===== src/rtl/aes256_inv_key_scheduler.sv =====
// AES-256 decryption key scheduler: expands forward to RK14, then walks back to RK0
// one key per handshake, reusing the same four S-boxes for both directions.

module aes_sbox (
    input  logic [7:0] in_byte_i,
    output logic [7:0] out_byte_o
);

    function automatic logic [7:0] gf_mul(input logic [7:0] a, input logic [7:0] b);
        logic [7:0] acc;
        logic [7:0] aa;
        acc = '0;
        aa  = a;
        for (int unsigned i = 0; i < 8; i++) begin
            if (b[i]) acc = acc ^ aa;
            aa = {aa[6:0], 1'b0} ^ (aa[7] ? 8'h1b : 8'h00);
        end
        return acc;
    endfunction

    logic [7:0] sq;
    logic [7:0] inv;

    // Multiplicative inverse as x^254 = x^2 * x^4 * ... * x^128; zero maps to zero.
    always_comb begin
        sq  = in_byte_i;
        inv = 8'h01;
        for (int unsigned k = 1; k < 8; k++) begin
            sq  = gf_mul(sq, sq);
            inv = gf_mul(inv, sq);
        end
    end

    assign out_byte_o = inv
                      ^ {inv[6:0], inv[7]}
                      ^ {inv[5:0], inv[7:6]}
                      ^ {inv[4:0], inv[7:5]}
                      ^ {inv[3:0], inv[7:4]}
                      ^ 8'h63;

endmodule

module aes256_inv_key_scheduler #(
    parameter bit INPUT_IS_FINAL = 1'b0
) (
    input  logic         clk,
    input  logic         rst,
    input  logic         key_valid,
    input  logic [255:0] key,
    output logic         key_ready,
    output logic [127:0] round_key,
    output logic [3:0]   round_key_idx,
    output logic         round_key_valid,
    input  logic         round_key_ready,
    output logic         round_key_last,
    output logic         busy
);

    typedef enum logic [1:0] {
        IDLE,
        EXPAND,
        EMIT
    } state_t;

    state_t       state_q, state_d;
    logic [127:0] p_q, p_d;
    logic [127:0] q_q, q_d;
    logic [3:0]   n_q, n_d;

    logic         emit;
    logic [3:0]   step;
    logic [31:0]  g_x;
    logic [31:0]  sbox_in;
    logic [31:0]  sbox_out;
    logic [7:0]   rcon;
    logic [31:0]  g_w;
    logic [127:0] fwd_key;
    logic [127:0] inv_key;

    assign emit = (state_q == EMIT);

    // Forward step n+1 keys off Q.w4; inverse step n keys off P.w4 (RK_{n-1}).
    assign step    = emit ? n_q : n_q + 4'd1;
    assign g_x     = emit ? p_q[31:0] : q_q[31:0];
    assign sbox_in = step[0] ? g_x : {g_x[23:0], g_x[31:24]};

    for (genvar gi = 0; gi < 4; gi++) begin : g_sbox
        aes_sbox u_sbox (
            .in_byte_i  (sbox_in[8*gi +: 8]),
            .out_byte_o (sbox_out[8*gi +: 8])
        );
    end

    always_comb begin
        rcon = 8'h00;
        if (!step[0]) begin
            case (step[3:1])
                3'd1:    rcon = 8'h01;
                3'd2:    rcon = 8'h02;
                3'd3:    rcon = 8'h04;
                3'd4:    rcon = 8'h08;
                3'd5:    rcon = 8'h10;
                3'd6:    rcon = 8'h20;
                3'd7:    rcon = 8'h40;
                default: rcon = 8'h00;
            endcase
        end
    end

    assign g_w = sbox_out ^ {rcon, 24'h000000};

    always_comb begin
        fwd_key[127:96] = p_q[127:96] ^ g_w;
        fwd_key[95:64]  = p_q[95:64]  ^ fwd_key[127:96];
        fwd_key[63:32]  = p_q[63:32]  ^ fwd_key[95:64];
        fwd_key[31:0]   = p_q[31:0]   ^ fwd_key[63:32];
    end

    assign inv_key = {q_q[127:96] ^ g_w,
                      q_q[95:64]  ^ q_q[127:96],
                      q_q[63:32]  ^ q_q[95:64],
                      q_q[31:0]   ^ q_q[63:32]};

    always_comb begin
        state_d = state_q;
        p_d     = p_q;
        q_d     = q_q;
        n_d     = n_q;
        case (state_q)
            IDLE: begin
                if (key_valid) begin
                    p_d = key[255:128];
                    q_d = key[127:0];
                    if (INPUT_IS_FINAL) begin
                        state_d = EMIT;
                        n_d     = 4'd14;
                    end else begin
                        state_d = EXPAND;
                        n_d     = 4'd1;
                    end
                end
            end
            EXPAND: begin
                p_d = q_q;
                q_d = fwd_key;
                n_d = n_q + 4'd1;
                if (n_q == 4'd13) state_d = EMIT;
            end
            EMIT: begin
                if (round_key_ready) begin
                    if (n_q >= 4'd2) begin
                        p_d = inv_key;
                        q_d = p_q;
                        n_d = n_q - 4'd1;
                    end else if (n_q == 4'd1) begin
                        q_d = p_q;
                        n_d = 4'd0;
                    end else begin
                        state_d = IDLE;
                    end
                end
            end
            default: state_d = IDLE;
        endcase
    end

    always_ff @(posedge clk) begin
        if (rst) begin
            state_q <= IDLE;
            p_q     <= '0;
            q_q     <= '0;
            n_q     <= '0;
        end else begin
            state_q <= state_d;
            p_q     <= p_d;
            q_q     <= q_d;
            n_q     <= n_d;
        end
    end

    assign key_ready       = (state_q == IDLE) && !rst;
    assign round_key_valid = emit;
    assign round_key       = emit ? q_q : '0;
    assign round_key_idx   = emit ? n_q : '0;
    assign round_key_last  = emit && (n_q == 4'd0);
    assign busy            = (state_q == EXPAND) || emit;

endmodule

===== config.mk =====
export PLATFORM = sky130hd
export DESIGN_NAME = aes256_inv_key_scheduler
export DESIGN_NICKNAME = d
export VERILOG_FILES = /design/src/rtl/aes256_inv_key_scheduler.sv
export SDC_FILE = /design/constraint.sdc
export NUM_CORES = 2
export LEC_CHECK = 0
export CORE_UTILIZATION = 34
export CTS_CLUSTER_SIZE = 30
export DETAILED_ROUTE_END_ITERATION = 7
export PLACE_DENSITY_LB_ADDON = 0.25
export SETUP_SLACK_MARGIN = 0.2
export SLEW_MARGIN = 5
export SYNTH_ARGS = -nofsm -noshare
export SYNTH_HDL_FRONTEND = slang
export SYNTH_SLANG_ARGS = --single-unit

===== constraint.sdc =====
create_clock -name clk -period 55.8 [get_ports clk]
set_clock_uncertainty 0.2 [all_clocks]
set_input_delay 8.37 -clock clk [delete_from_list [all_inputs] [get_ports clk]]
set_output_delay 8.37 -clock clk [all_outputs]
set_load 0.05 [all_outputs]

Word level (Yosys, flattened, before mapping)
Cells that the tools add are included.
{"block": "classes", "shifts": 0, "n_mux": 839, "div_mod_pow": 0, "eq_ne": 18, "mul": 0, "bitwise": 785, "add_sub_neg": 2, "n_reduce_logical": 10, "magnitude_cmp": 1}
{"op": "$xor 8x8->8", "count": 744}
{"op": "$mux 8", "count": 420}
{"op": "$mux 5", "count": 368}
{"op": "$mux 128", "count": 8}
{"op": "$pmux 128 s3", "count": 2}
{"op": "$xor 32x32->32", "count": 9}
{"op": "$mux 32", "count": 2}
{"op": "$pmux 7 s7", "count": 1}
{"op": "$mux 4", "count": 10}
{"op": "$mux 7", "count": 5}
{"op": "$not 1->1 const A", "count": 28}
{"op": "$mux 6", "count": 4}
{"op": "$mux 2", "count": 9}
{"op": "$not 4->4", "count": 4}
{"op": "$eq 3x3->1 const B", "count": 4}
{"op": "$mux 3", "count": 4}
{"op": "$pmux 4 s3", "count": 1}
{"op": "$ne 2x2->1 const B", "count": 5}
{"op": "$reduce_and 4->1", "count": 2}
{"op": "$eq 3x2->1 const B", "count": 2}
{"op": "$pmux 2 s3", "count": 1}
{"op": "$reduce_and 5->1", "count": 1}
{"op": "$add 4x1->4 const B", "count": 1}
{"op": "$eq 4x1->1 const B", "count": 1}
{"op": "other kinds (15)", "count": 19}
{"block": "totals", "inputBits": 260, "memories": 0, "out_inout_bits": 136, "wordCells": 1659, "ramBits": 0, "romBits": 0, "reg_bits": 262, "latchBits": 0}

Logic depth before layout (Yosys ltp)
{"block": "depth", "word_depth": 141, "depth_mapped": 83, "mapped_depth_nobuf": 65}

Hierarchy
From an unflattened synthesis, not the netlist that was laid out.
{"block": "hier_totals", "cells_unflattened": 10143, "area_unflattened_um2": 79647.6}
{"module": "aes_sbox", "n_inst": 4, "cells_per_inst": 1942, "area_per_inst_um2": 15220.8, "seq_area_each_um2": 0.0}
{"module": "aes256_inv_key_scheduler", "n_inst": 1, "cells_per_inst": 2375, "area_per_inst_um2": 18764.2, "seq_area_each_um2": 5245.0}

Worst setup path after synthesis
Ideal clock, no wire load.
{"block": "synth_timing", "path_kind": "register -> register", "start": "reg state_q[0]", "end": "reg q_q[90]", "path_stages_with_launch": 81, "required_ns": 55.472, "setup_slack_ns": 37.216, "path_buffers": 19, "setup_time_ns": 0.128, "synth_period_minus_slack_ns": 18.584, "t_arrival_ns": 18.257, "path_cell_list": "dfxtp_1 > inv_1 > ha_1 > buf_4 > xor2_4 > buf_4 > buf_4 > buf_6 > buf_4 > buf_4 > a21oi_1 > ha_1 > clkbuf_1 > nand2_1 > xnor2_2 > inv_2 > clkbuf_1 > buf_1 > (+45 left out) > xor2_2 > buf_4 > mux2i_1 > nand2_1 > xnor2_1 > mux4_2 > and2_1 > or3_1 > clkbuf_1 > a21boi_0 > xnor2_1 > xnor3_2 > xor3_1 > xnor2_1 > a21o_1 > a21o_1 > a221oi_1 > nor2_1"}
{"block": "synth_via", "elab_chain_cells": 135, "elab_cells_between_ends": 413, "classes_between": "eq/ne: 12; mux: 209; bitwise: 189; reduce/logical: 3"}
{"item": "start: declaration", "line_no": "65", "text": "state_t state_q, state_d;"}
{"item": "start signal: assignment", "line_no": "174", "text": "state_q <= state_d;"}
{"item": "$eq 2x2->1 (*)", "line_no": "80", "text": "assign emit = (state_q == EMIT);"}
{"item": "via round_key_valid", "line_no": "53", "text": "output logic round_key_valid,"}
{"item": "$mux 32 / $mux 4 (equally long branches)", "line_no": "84, 83"}
{"item": "$mux 32", "line_no": "85", "text": "assign sbox_in = step[0] ? g_x : {g_x[23:0], g_x[31:24]};"}
{"item": "$mux 5 (tied with other cells)", "line_no": "16", "text": "aa = {aa[6:0], 1'b0} ^ (aa[7] ? 8'h1b : 8'h00);"}
{"item": "$xor 8x8->8 (on tied branches)", "line_no": "16, 15"}
{"item": "$xor 8x8->8 / $mux 8 (equally long branches)", "line_no": "15", "text": "if (b[i]) acc = acc ^ aa;"}
{"item": "$mux 8 / $xor 8x8->8 (equally long branches)", "line_no": "15"}
{"item": "(+120 left out)"}
{"item": "$xor 8x8->8", "line_no": "35", "text": "^ {inv[6:0], inv[7]}"}
{"item": "$xor 8x8->8", "line_no": "36", "text": "^ {inv[5:0], inv[7:6]}"}
{"item": "$xor 8x8->8", "line_no": "37", "text": "^ {inv[4:0], inv[7:5]}"}
{"item": "$xor 8x8->8", "line_no": "38", "text": "^ {inv[3:0], inv[7:4]}"}
{"item": "$xor 32x32->32", "line_no": "110", "text": "assign g_w = sbox_out ^ {rcon, 24'h000000};"}
{"item": "$xor 32x32->32", "line_no": "113", "text": "fwd_key[127:96] = p_q[127:96] ^ g_w;"}
{"item": "$xor 32x32->32", "line_no": "114", "text": "fwd_key[95:64] = p_q[95:64] ^ fwd_key[127:96];"}
{"item": "$pmux 128 s3", "line_no": "129", "text": "case (state_q)"}
{"item": "end signal: assignment", "line_no": "176", "text": "q_q <= q_d;"}
{"item": "end: declaration", "line_no": "67", "text": "logic [127:0] q_q, q_d;"}
Mark *: on every way through the listed nets, which the timed path passes. The rest lies on a longest branch.
A chain may end at the register's enable or synchronous reset.

Worst setup path in the final report
{"block": "layout_timing", "start": "reg state_q[0]", "end": "reg q_q[6]"}
{"block": "layout_via", "elab_chain_cells": 138, "elab_cells_between_ends": 407, "classes_between": "eq/ne: 5; mux: 207; bitwise: 192; reduce/logical: 3"}
{"item": "$eq 2x2->1", "line_no": "80, 129"}
{"item": "$mux 32 / $mux 4 (equally long branches)", "line_no": "84, 83"}
{"item": "$mux 32", "line_no": "85"}
{"item": "$mux 5", "line_no": "16"}
{"item": "$xor 8x8->8", "line_no": "16"}
{"item": "$xor 8x8->8", "line_no": "15"}
{"item": "$mux 8", "line_no": "15"}
{"item": "$xor 8x8->8", "line_no": "15"}
{"item": "(+122 left out)"}
{"item": "$xor 8x8->8", "line_no": "38"}
{"item": "$not 4->4 (no source line)"}
{"item": "$xor 32x32->32", "line_no": "110"}
{"item": "$xor 32x32->32", "line_no": "113"}
{"item": "$xor 32x32->32", "line_no": "114"}
{"item": "$xor 32x32->32", "line_no": "115", "text": "fwd_key[63:32] = p_q[63:32] ^ fwd_key[95:64];"}
{"item": "$xor 32x32->32", "line_no": "116", "text": "fwd_key[31:0] = p_q[31:0] ^ fwd_key[63:32];"}
{"item": "$pmux 128 s3", "line_no": "129"}
Parallel ways exist; a longest one is shown, timed or not.

==> metrics.txt <==
EDFF count, synth=0; Buffers & Inverters on Critical Path=4; most frequent CP cell=xnor2_1; Post-Syn Area=76750 µm²; DR DRC count=0; Top delay family on crit path=XOR/XNOR gates; R2R Setup Slk=33210 ps; CP Launch Type=flop; Initial Util=34.16%; TritonCTS clock tree=yes; core area=224700 µm²; global-route wire length before repair=444400 µm; num rows=174; DRT iter0 DRCs=8134; Sinks on Clock Net=262; CTS resizes=0; die height=477.1 µm; r2r worst-path depth=59; Routed Antenna Nets=0; number of global-route vias before repair=71021; TNS Setup=0 ps; dpl hpwl=212300 µm; post-layout min period=22590 ps; Synth cell types=129; Slew HR=13.15%; Seq/Total Area, Yosys=6.834%; wire per inst=21.59 µm; period utilization=40.48%; Worst EP required=56010 ps; Ports=396; Skew-Pair Late Insertion Delay=580 ps; Hold Path Stages=2; Synth top area share=20.47%; asr flop ratio synth=0%; Post-Route WL=290700 µm; unrepaired setup endpoints after global routing=false; clk slew on worst S/H paths=60 ps; pin count of the biggest net entering global routing=167; crit-path max FO=34; flip-flop and latch area=5245 µm²; clk buf depth=3; share of layout cells above drive strength 1=8.441%; Post-synth top flop=dfxtp_1; Max Slew Vio Count=0; area grow syn2layout=10.63%; total die area=227600 µm²; slowest cell delay on critical path=1050 ps; hold crit path type=reg -> reg; HP Start=q_q[124]; Hold EP=q_q[124]; gr usage total=24.16%; Num CTS Buffers=36; cell taking the most area after synthesis=xnor2_1; PortBufs=395; syn_nets=10795; Fin. Hold Viols=0; grt total ovfl=0; status=finished, final reports clean; Critical Path End Type=flop; Setup Buffers After CTS=0; Fillers=23290; Vias=76841; CTS hold repair buffers=0; GPL Wtd Cong=0.9324; worst-margin pin slew=1294 ps; CTS root buf=clkbuf_16; Nets=10725; Synth Instances=10504; Crit-path slowest cell=xnor3_1; Worst R2R End=q_q[6]; max frequency=44.27 MHz; initial antenna violation count=19; Syn. warnings=0; area of the multi-input gates=68060 µm²; leading post-synthesis cells by cell area=xnor2_1 20%, xnor3_1 7.5%, dfxtp_1 6.8%; DRT Pass-1 Iters=7; r2r startpoint=state_q[0]; #FFs+latches synth=262; CP Data Arrival Time=22800 ps; mean post-synth cell area=7.307 µm²; final setup vio count=0; Max Cap Viol=0; kind of critical path=reg -> reg; Die Wd=477.1 µm; H-tree lvl count=2; Via density=5.707
layout make-up:
class,count,share of cell area [%]
multi-input combinational,9337,80.15
timing repair buffer,692,7.318
sequential,262,6.177
tap,2992,4.409
clock buffer,51,1.235
inverter,105,0.4774
clock inverter,14,0.1960
antenna,12,0.03537
cells by family after synthesis:
logic type                 Yosys count  share of synthesized area (%)
AOI/OAI and AO/OA                 2363                          19.78
xor gates and xnor gates          2787                          40.14
adders and majority gates           36                         0.5706
buffers and inverters              905                          5.166
DFF                                262                          6.834
muxes                              431                          6.259
and+or+nand+nor                   3720                          21.25
layout by cell type, fill, tap and decap left out, types with 62 or more instances in the layout:
master           count
xnor2_1           1757
a211oi_1            70
inv_1               83
xnor2_2            166
xor2_1             452
and2_1             182
a221oi_1            75
nand2_1           1230
xor2_2              62
o22ai_1            139
buf_4              295
and3_1              62
nor2_1            1392
nor3_1             249
dfxtp_1            262
nand2b_1            88
o21ai_0            527
mux2i_1            311
o211ai_1           223
nand3_1            183
clkdlybuf4s50_1    394
a21oi_1            671
mux2_2              79
nor2b_1             84
xnor3_1            254
worst max-delay path by stage:
stage	start	endpoint	slack [ps]	cells past startpoint
6_report	state_q[0]	q_q[6]	33210	59
5_1_grt	state_q[0]	q_q[4]	31910	60
4_1_cts	state_q[0]	q_q[6]	33430	59
3_5_place_dp	state_q[0]	q_q[6]	33540	59
3_3_place_gp	state_q[0]	q_q[6]	33630	59
2_1_floorplan	state_q[0]	q_q[90]	37220	80
flip-flops by register name, summed over array words and instances, names as in the netlist:
register,cells
n_q,4
p_q,128
state_q,2
q_q,128
worst reg2reg max path, delay by kind of cell (launching register included):
kind / cells / cell delay (ps)
XOR/XNOR: 40 / 15950
adder cells (fa/ha/maj): 3 / 1750
buffers and inverters: 4 / 1320
AO/OA/AOI/OAI: 4 / 1080
AND/OR/NAND/NOR: 7 / 1010
multiplexers: 1 / 770
flip-flops: 1 / 360
synth_stat cells, types with 183 or more instances:
library cell,number
a21oi_1,671
and2_1,183
clkbuf_1,515
dfxtp_1,262
mux2i_1,311
nand2_1,1233
nand3_1,183
nor2_1,1394
nor3_1,249
o211ai_1,223
o21ai_0,528
xnor2_1,1794
xnor3_1,254
xor2_1,465
metal layers:
metal | up-vias | track usage, % | wire length [µm] | share of wire, %
met5 | - | 0.06303 | 63 | 0.022
met4 | 8 | 6.315 | 7913 | 2.7
met3 | 420 | 2.770 | 22230 | 7.6
met2 | 3249 | 39.48 | 134200 | 46
met1 | 37091 | 33.39 | 126200 | 43
li1 | 36073 | - | - | -
stage by stage:
step	instance area [µm²]	cells	hold WS (ps)	setup slack (ps)	util, %
floorplan	76750	10504	252.1	37220	-
global placement	83660	13388	261.2	33630	37.23
detailed placement	83660	13388	266.5	33540	37.23
CTS	84870	13453	273.6	33430	37.78
global route	84900	13463	293.2	31910	37.79
finish	84910	13465	277.7	33210	37.79
Power is left out: the tool's default activity adds up to more than one toggle a clock period on the data nets, which glitch-free logic cannot reach.
